--- src/rtl/fifo_pkg.sv ---
// Shared constants and FSM encoding for the FIFO drain path.
// No logic; no latency.
// No flow control.
package fifo_pkg;
    localparam int DATA_WIDTH_DEF = 8;
    localparam int CNT_W          = 16;
    localparam int SKID_DEPTH     = 2;

    typedef enum logic [1:0] {
        IDLE   = 2'd0,
        STREAM = 2'd1,
        STALL  = 2'd2
    } rd_state_e;
endpackage

--- src/rtl/fifo_rd_skid.sv ---
// Two-entry first-in first-out output buffer; head entry drives downstream data.
// A push becomes visible at the head one edge later; a pop removes the head at the edge.
// A push into a full buffer is dropped unless a pop happens on the same edge.
module fifo_rd_skid
    import fifo_pkg::*;
#(
    parameter int DATA_WIDTH = DATA_WIDTH_DEF
)(
    input  logic                  clk,
    input  logic                  rst,
    input  logic                  push_vld,
    input  logic [DATA_WIDTH-1:0] push_dat,
    input  logic                  pop_rdy,
    output logic [DATA_WIDTH-1:0] head_dat,
    output logic [1:0]            occ
);

    logic [DATA_WIDTH-1:0] head_q, head_d;
    logic [DATA_WIDTH-1:0] tail_q, tail_d;
    logic [1:0]            occ_q, occ_d;
    logic                  pop_fire;
    logic                  push_fire;

    assign pop_fire  = pop_rdy && (occ_q != 2'd0);
    assign push_fire = push_vld && ((occ_q != 2'd2) || pop_fire);

    always_comb begin
        head_d = head_q;
        tail_d = tail_q;
        occ_d  = occ_q;
        case ({push_fire, pop_fire})
            2'b10: begin
                if (occ_q == 2'd0) head_d = push_dat;
                else               tail_d = push_dat;
                occ_d = occ_q + 2'd1;
            end
            2'b01: begin
                head_d = tail_q;
                occ_d  = occ_q - 2'd1;
            end
            2'b11: begin
                // Same-edge push and pop: the new word lands behind whatever remains.
                if (occ_q == 2'd1) begin
                    head_d = push_dat;
                end else begin
                    head_d = tail_q;
                    tail_d = push_dat;
                end
            end
            default: ;
        endcase
    end

    always_ff @(posedge clk or posedge rst) begin
        if (rst) begin
            head_q <= '0;
            tail_q <= '0;
            occ_q  <= 2'd0;
        end else begin
            head_q <= head_d;
            tail_q <= tail_d;
            occ_q  <= occ_d;
        end
    end

    assign head_dat = head_q;
    assign occ      = occ_q;

endmodule

--- src/rtl/fifo_reader.sv ---
// Drains an external FIFO into a 2-entry buffer and delivers words downstream with count and XOR checksum.
// fifo_read to out_valid is 2 cycles; one word per cycle sustained with out_ready held high.
// out_ready low holds out_data; reads stop once buffered plus inflight words fill the buffer.
module fifo_reader
    import fifo_pkg::*;
#(
    parameter int DATA_WIDTH = DATA_WIDTH_DEF,
    parameter int BUF_DEPTH  = SKID_DEPTH
)(
    input  logic                  clk,
    input  logic                  rst,
    input  logic                  enable,
    input  logic                  fifo_empty,
    input  logic [DATA_WIDTH-1:0] fifo_data_out,
    output logic                  fifo_read,
    output logic [DATA_WIDTH-1:0] out_data,
    output logic                  out_valid,
    input  logic                  out_ready,
    output logic [CNT_W-1:0]      rd_count,
    output logic [DATA_WIDTH-1:0] checksum
);

    localparam logic [1:0] DEPTH_L = BUF_DEPTH[1:0];

    rd_state_e             state_q, state_d;
    logic                  inflight_q, inflight_d;
    logic [CNT_W-1:0]      rd_count_q, rd_count_d;
    logic [DATA_WIDTH-1:0] checksum_q, checksum_d;
    logic [1:0]            occ;
    logic [1:0]            fill;
    logic [1:0]            occ_nxt;
    logic [1:0]            fill_nxt;
    logic                  xfer;
    logic                  rd_room;

    fifo_rd_skid #(
        .DATA_WIDTH (DATA_WIDTH)
    ) u_skid (
        .clk      (clk),
        .rst      (rst),
        .push_vld (inflight_q),
        .push_dat (fifo_data_out),
        .pop_rdy  (out_ready),
        .head_dat (out_data),
        .occ      (occ)
    );

    assign fill = occ + {1'b0, inflight_q};
    assign xfer = out_valid && out_ready;
    // A slot freed by this cycle's delivery may be refilled at once; that keeps one word per cycle.
    assign rd_room = (fill < DEPTH_L) || ((fill == DEPTH_L) && xfer);
    assign occ_nxt  = occ + {1'b0, inflight_q} - {1'b0, xfer};
    assign fill_nxt = occ_nxt + {1'b0, fifo_read};

    always_comb begin
        fifo_read = enable && !fifo_empty && !rst && rd_room;
        out_valid = (occ != 2'd0);
    end

    always_comb begin
        state_d = state_q;
        case (state_q)
            IDLE: begin
                if (fifo_read) state_d = STREAM;
            end
            STREAM: begin
                if ((fill_nxt == DEPTH_L) && !xfer)
                    state_d = STALL;
                else if ((occ == 2'd0) && !inflight_q && !fifo_read)
                    state_d = IDLE;
            end
            STALL: begin
                if (xfer) state_d = STREAM;
            end
            default: state_d = IDLE;
        endcase
    end

    always_comb begin
        inflight_d = fifo_read;
        rd_count_d = rd_count_q;
        checksum_d = checksum_q;
        if (xfer) begin
            rd_count_d = rd_count_q + CNT_W'(1);
            checksum_d = checksum_q ^ out_data;
        end
    end

    always_ff @(posedge clk or posedge rst) begin
        if (rst) begin
            state_q    <= IDLE;
            inflight_q <= 1'b0;
            rd_count_q <= '0;
            checksum_q <= '0;
        end else begin
            state_q    <= state_d;
            inflight_q <= inflight_d;
            rd_count_q <= rd_count_d;
            checksum_q <= checksum_d;
        end
    end

    assign rd_count = rd_count_q;
    assign checksum = checksum_q;

endmodule

--- config.mk ---
export PLATFORM = sky130hd
export DESIGN_NAME = fifo_reader
export DESIGN_NICKNAME = d
export VERILOG_FILES = /design/src/rtl/fifo_pkg.sv /design/src/rtl/fifo_rd_skid.sv /design/src/rtl/fifo_reader.sv
export SDC_FILE = /design/constraint.sdc
export NUM_CORES = 1
export LEC_CHECK = 0
export CORE_MARGIN = 2
export CORE_UTILIZATION = 52
export CTS_CLUSTER_DIAMETER = 100
export DETAILED_ROUTE_END_ITERATION = 7
export GPL_ROUTABILITY_DRIVEN = 0
export GPL_TIMING_DRIVEN = 1
export PLACE_DENSITY_LB_ADDON = 0.08
export SKIP_LAST_GASP = 1
export SYNTH_ARGS = -nofsm -noshare
export SYNTH_HDL_FRONTEND = slang
export SYNTH_SLANG_ARGS = --single-unit
--- constraint.sdc ---
create_clock -name clk -period 4.3 [get_ports clk]
set_input_delay 1.075 -clock clk [delete_from_list [all_inputs] [get_ports clk]]
set_output_delay 1.075 -clock clk [all_outputs]
set_load 0.03 [all_outputs]
==> impl_metrics.py, run 1 <==
metrics = {
    "placement": {
        "place_ws_ps": 427,
        "placedCellCount": 263,
        "post_dp_cell_area_um2": 2440,
        "hpwl_mm": 2.60,
        "numPortBuffers": 46,
    },
    "global_routing": {
        "antenna_found_initial": 0,
        "overflow": 0,
        "grt_start_max_net_pins": 44,
        "grt_pass1_vias": 1371,
        "grt_first_pass_wirelength_mm": 6.24,
        "track_usage_pct": 19.8,
    },
    "clocking": {
        "cts_sinks": 43,
        "ctsHoldBuffers": 0,
        "cts-root-buf": "clkbuf_8",
        "htree_levels": 2,
        "cts.path.max_buffers": 2,
        "ctsResizeCount": 0,
        "cts-buffers-inserted": 5,
        "cts_tree": "done",
        "clock_latency_ps": 290,
        "clkSlewWorstSetupHoldPaths_ps": 80,
        "post_cts_buffers": 0,
    },
    "routing": {
        "vias_per_cell": 5.03,
        "drc": 0,
        "num_vias": 1362,
        "drt_iter0_markers": 87,
        "routed_wl_mm": 3.50,
        "wl_per_cell_um": 12.9,
        "first_pass_iters": 5,
        "ant_nets": 0,
    },
    "critical_path": {
        "startpoint": "out_ready",
        "start_kind": "input port",
        "critPathArrivalTime_ps": 2820,
        "crit_fanout": 10,
        "reg2reg_from": "u_skid.occ[0]",
        "rr_worst_depth": 6,
        "endpoint_kind": "primary output",
        "critPathRequiredTime_ps": 3220,
        "critical_path_class": "input port to primary output",
    },
    "pwr": {
        "p_per_area_nw_per_um2": 719,
        "p_leak_uw": 0.00110,
        "peakVddDrop_v": 0.000354,
        "p_total_uw": 1820,
    },
    "synthesis": {
        "synth-compound-area-share_pct": 5.63,
        "synth-simple-area-share_pct": 16.8,
        "synthTopCellsByCount": "dfrtp_1 (43), nand2_1 (33), xnor2_1 (22), nor2_1 (9), mux2_2 (8)",
        "seq_area_frac_synth_pct": 55.6,
        "yosysMostFrequentCell": "dfrtp_1",
        "synthTopCellsByArea": "dfrtp_1 (56%), xnor2_1 (10%), nand2_1 (6.4%)",
        "synth_mux_area_share_pct": 5.17,
        "syn_nets": 189,
        "ys.flop_type": "dfrtp_1",
        "ys_warn_count": 0,
        "synth_cell_types": 28,
        "synth_fa_ha_area_share_pct": 3.23,
        "synthesis.area_um2": 1930,
        "syn_avg_cell_area_um2": 11.3,
        "synthArstFlopShare_pct": 100,
        "syn_inst": 171,
        "synth_edf_count": 0,
        "yosysTopAreaCell": "dfrtp_1",
        "synth_top_family_by_area": "simple AND/OR/NAND/NOR gates",
        "yosys.area.top_type_share_pct": 55.6,
        "ys_seq_elements": 43,
        "synth_xor_area_share_pct": 11.3,
    },
    "sta": {
        "tightest_slew_ps": 522,
        "min_period_ps": 3890,
        "rsz0062_at_grt": "false",
        "fin_crit_sh_pct": 90.6,
        "fmax_mhz": 257,
        "finClkSkew_ps": 2.81,
        "fin_setup_tns_ps": 0,
        "finalSetupViolations": 0,
        "finalHoldViolations": 0,
        "final-max-slew-violation-count": 0,
        "worst_slack_ps": 406,
        "slew_headroom_pct": 65.2,
    },
    "floorplanning": {
        "start_util_pct": 53.6,
        "die_w_um": 65.0,
        "fp-row-count": 22,
        "ioPinCount": 47,
        "dieArea_um2": 4220,
        "die_h_um": 65.0,
        "core-area_um2": 3610,
    },
    "final_layout": {
        "fin_nets": 240,
        "drive_above_1_share_pct": 10.3,
        "num_antenna_cells": 0,
        "area_growth_pct": 30.6,
        "postLayoutCellArea_um2": 2530,
        "fin_cells": 271,
    },
    "job": {
        "maxCapViolCount": 0,
    },
    "hold_path": {
        "min_path_cells": 1,
        "min-delay-start": "checksum[7]",
        "hold_class": "register to register",
    },
    "status": {
        "status": "finished clean",
    },
}
==> power breakdown <==
group          internal (µW)  switching [µW]  total [µW]
Clock                    113             132         245
Combinational            385             484         869
Sequential               564             139         703
==> placed cells by master (no fill, tap or decap), types with 2 or more instances in the layout <==
| master | count |
|---|---|
| clkbuf_8 | 5 |
| inv_1 | 4 |
| nor2_1 | 9 |
| a21oi_1 | 3 |
| nor2b_1 | 2 |
| xor2_1 | 3 |
| dfrtp_1 | 43 |
| and3_1 | 2 |
| nand4_1 | 5 |
| and4_1 | 2 |
| clkdlybuf4s50_1 | 46 |
| a31oi_1 | 6 |
| buf_4 | 2 |
| ha_1 | 5 |
| xnor2_1 | 22 |
| mux2_2 | 8 |
| o21ai_0 | 3 |
| a22oi_1 | 2 |
| nand3_1 | 6 |
| nor3_4 | 2 |
| nand2_1 | 33 |
==> cell families (layout without fill, tap and decap cells) <==
group,after synthesis,in the layout
xor gates and xnor gates,25,25
muxes,9,9
and+or+nand+nor,64,64
adders and majority gates,5,5
buffers and inverters,8,60
AOI/OAI and AO/OA,17,17
DFF,43,43
==> final cells by class <==
cell class / instances / area, µm²
fill: 277 / 1080
sequential: 43 / 1080
multi-input combinational: 120 / 815
timing repair buffer: 48 / 475
clock buffer: 6 / 72.6
tap: 48 / 60.1
inverter: 4 / 15.0
clock inverter: 2 / 12.5
==> critical path, stage by stage <==
cell             delay (ps)
clkdlybuf4s50_1         560
nand2b_4                140
o21ai_0                 170
and3_1                  190
clkdlybuf4s50_1         670
==> registers in the layout, summed over array words and instances, names as in the netlist <==
signal           count
checksum             8
u_skid.occ           2
inflight_q           1
u_skid.head_dat      8
u_skid.tail_q        8
rd_count            16
==> routing by layer <==
| layer | track usage (%) | vias up | routed length (µm) | share of wire (%) |
|---|---|---|---|---|
| met5 | 0 | - | 0 | 0 |
| met4 | 8.78 | 0 | 63 | 1.8 |
| met3 | 5.73 | 5 | 191 | 5.5 |
| met2 | 32.9 | 41 | 1690 | 48 |
| met1 | 23.9 | 642 | 1560 | 45 |
| li1 | - | 674 | - | - |
==> worst paths after layout <==
| check | endpoint | slack, ps |
|---|---|---|
| setup / recovery | fifo_read | 410 |
| hold / removal | checksum[7] | 480 |
| setup reg to reg | rd_count[7] | 2490 |
| hold reg to reg | checksum[7] | 480 |
| max in group asynchronous | u_skid.head_dat[7] | 2700 |
| min in group asynchronous | u_skid.occ[0] | 1240 |
==> through the flow <==
stage / utilization (%) / hold WS, ps
6_report: 70.1 / 475
5_1_grt: 70.1 / 500
4_1_cts: 70.1 / 477
3_5_place_dp: 67.7 / 462
3_3_place_gp: 67.7 / 458
2_1_floorplan: - / 456
Note: power is estimated with default switching activity, not from simulation.
==> run 2, diff against run 1 <==
--- a/config.mk
+++ b/config.mk
@@ -5,9 +5,11 @@
 export SDC_FILE = /design/constraint.sdc
 export NUM_CORES = 1
 export LEC_CHECK = 0
+export ABC_AREA = 0
 export CORE_MARGIN = 2
 export CORE_UTILIZATION = 52
 export CTS_CLUSTER_DIAMETER = 100
+export CTS_CLUSTER_SIZE = 20
 export DETAILED_ROUTE_END_ITERATION = 7
 export GPL_ROUTABILITY_DRIVEN = 0
 export GPL_TIMING_DRIVEN = 1
@@ -16,3 +18,4 @@
 export SYNTH_ARGS = -nofsm -noshare
 export SYNTH_HDL_FRONTEND = slang
 export SYNTH_SLANG_ARGS = --single-unit
+export TNS_END_PERCENT = 100
==> results of run 2 <==
Same layout as run 1: the final DEF is identical, and so are final timing and power.
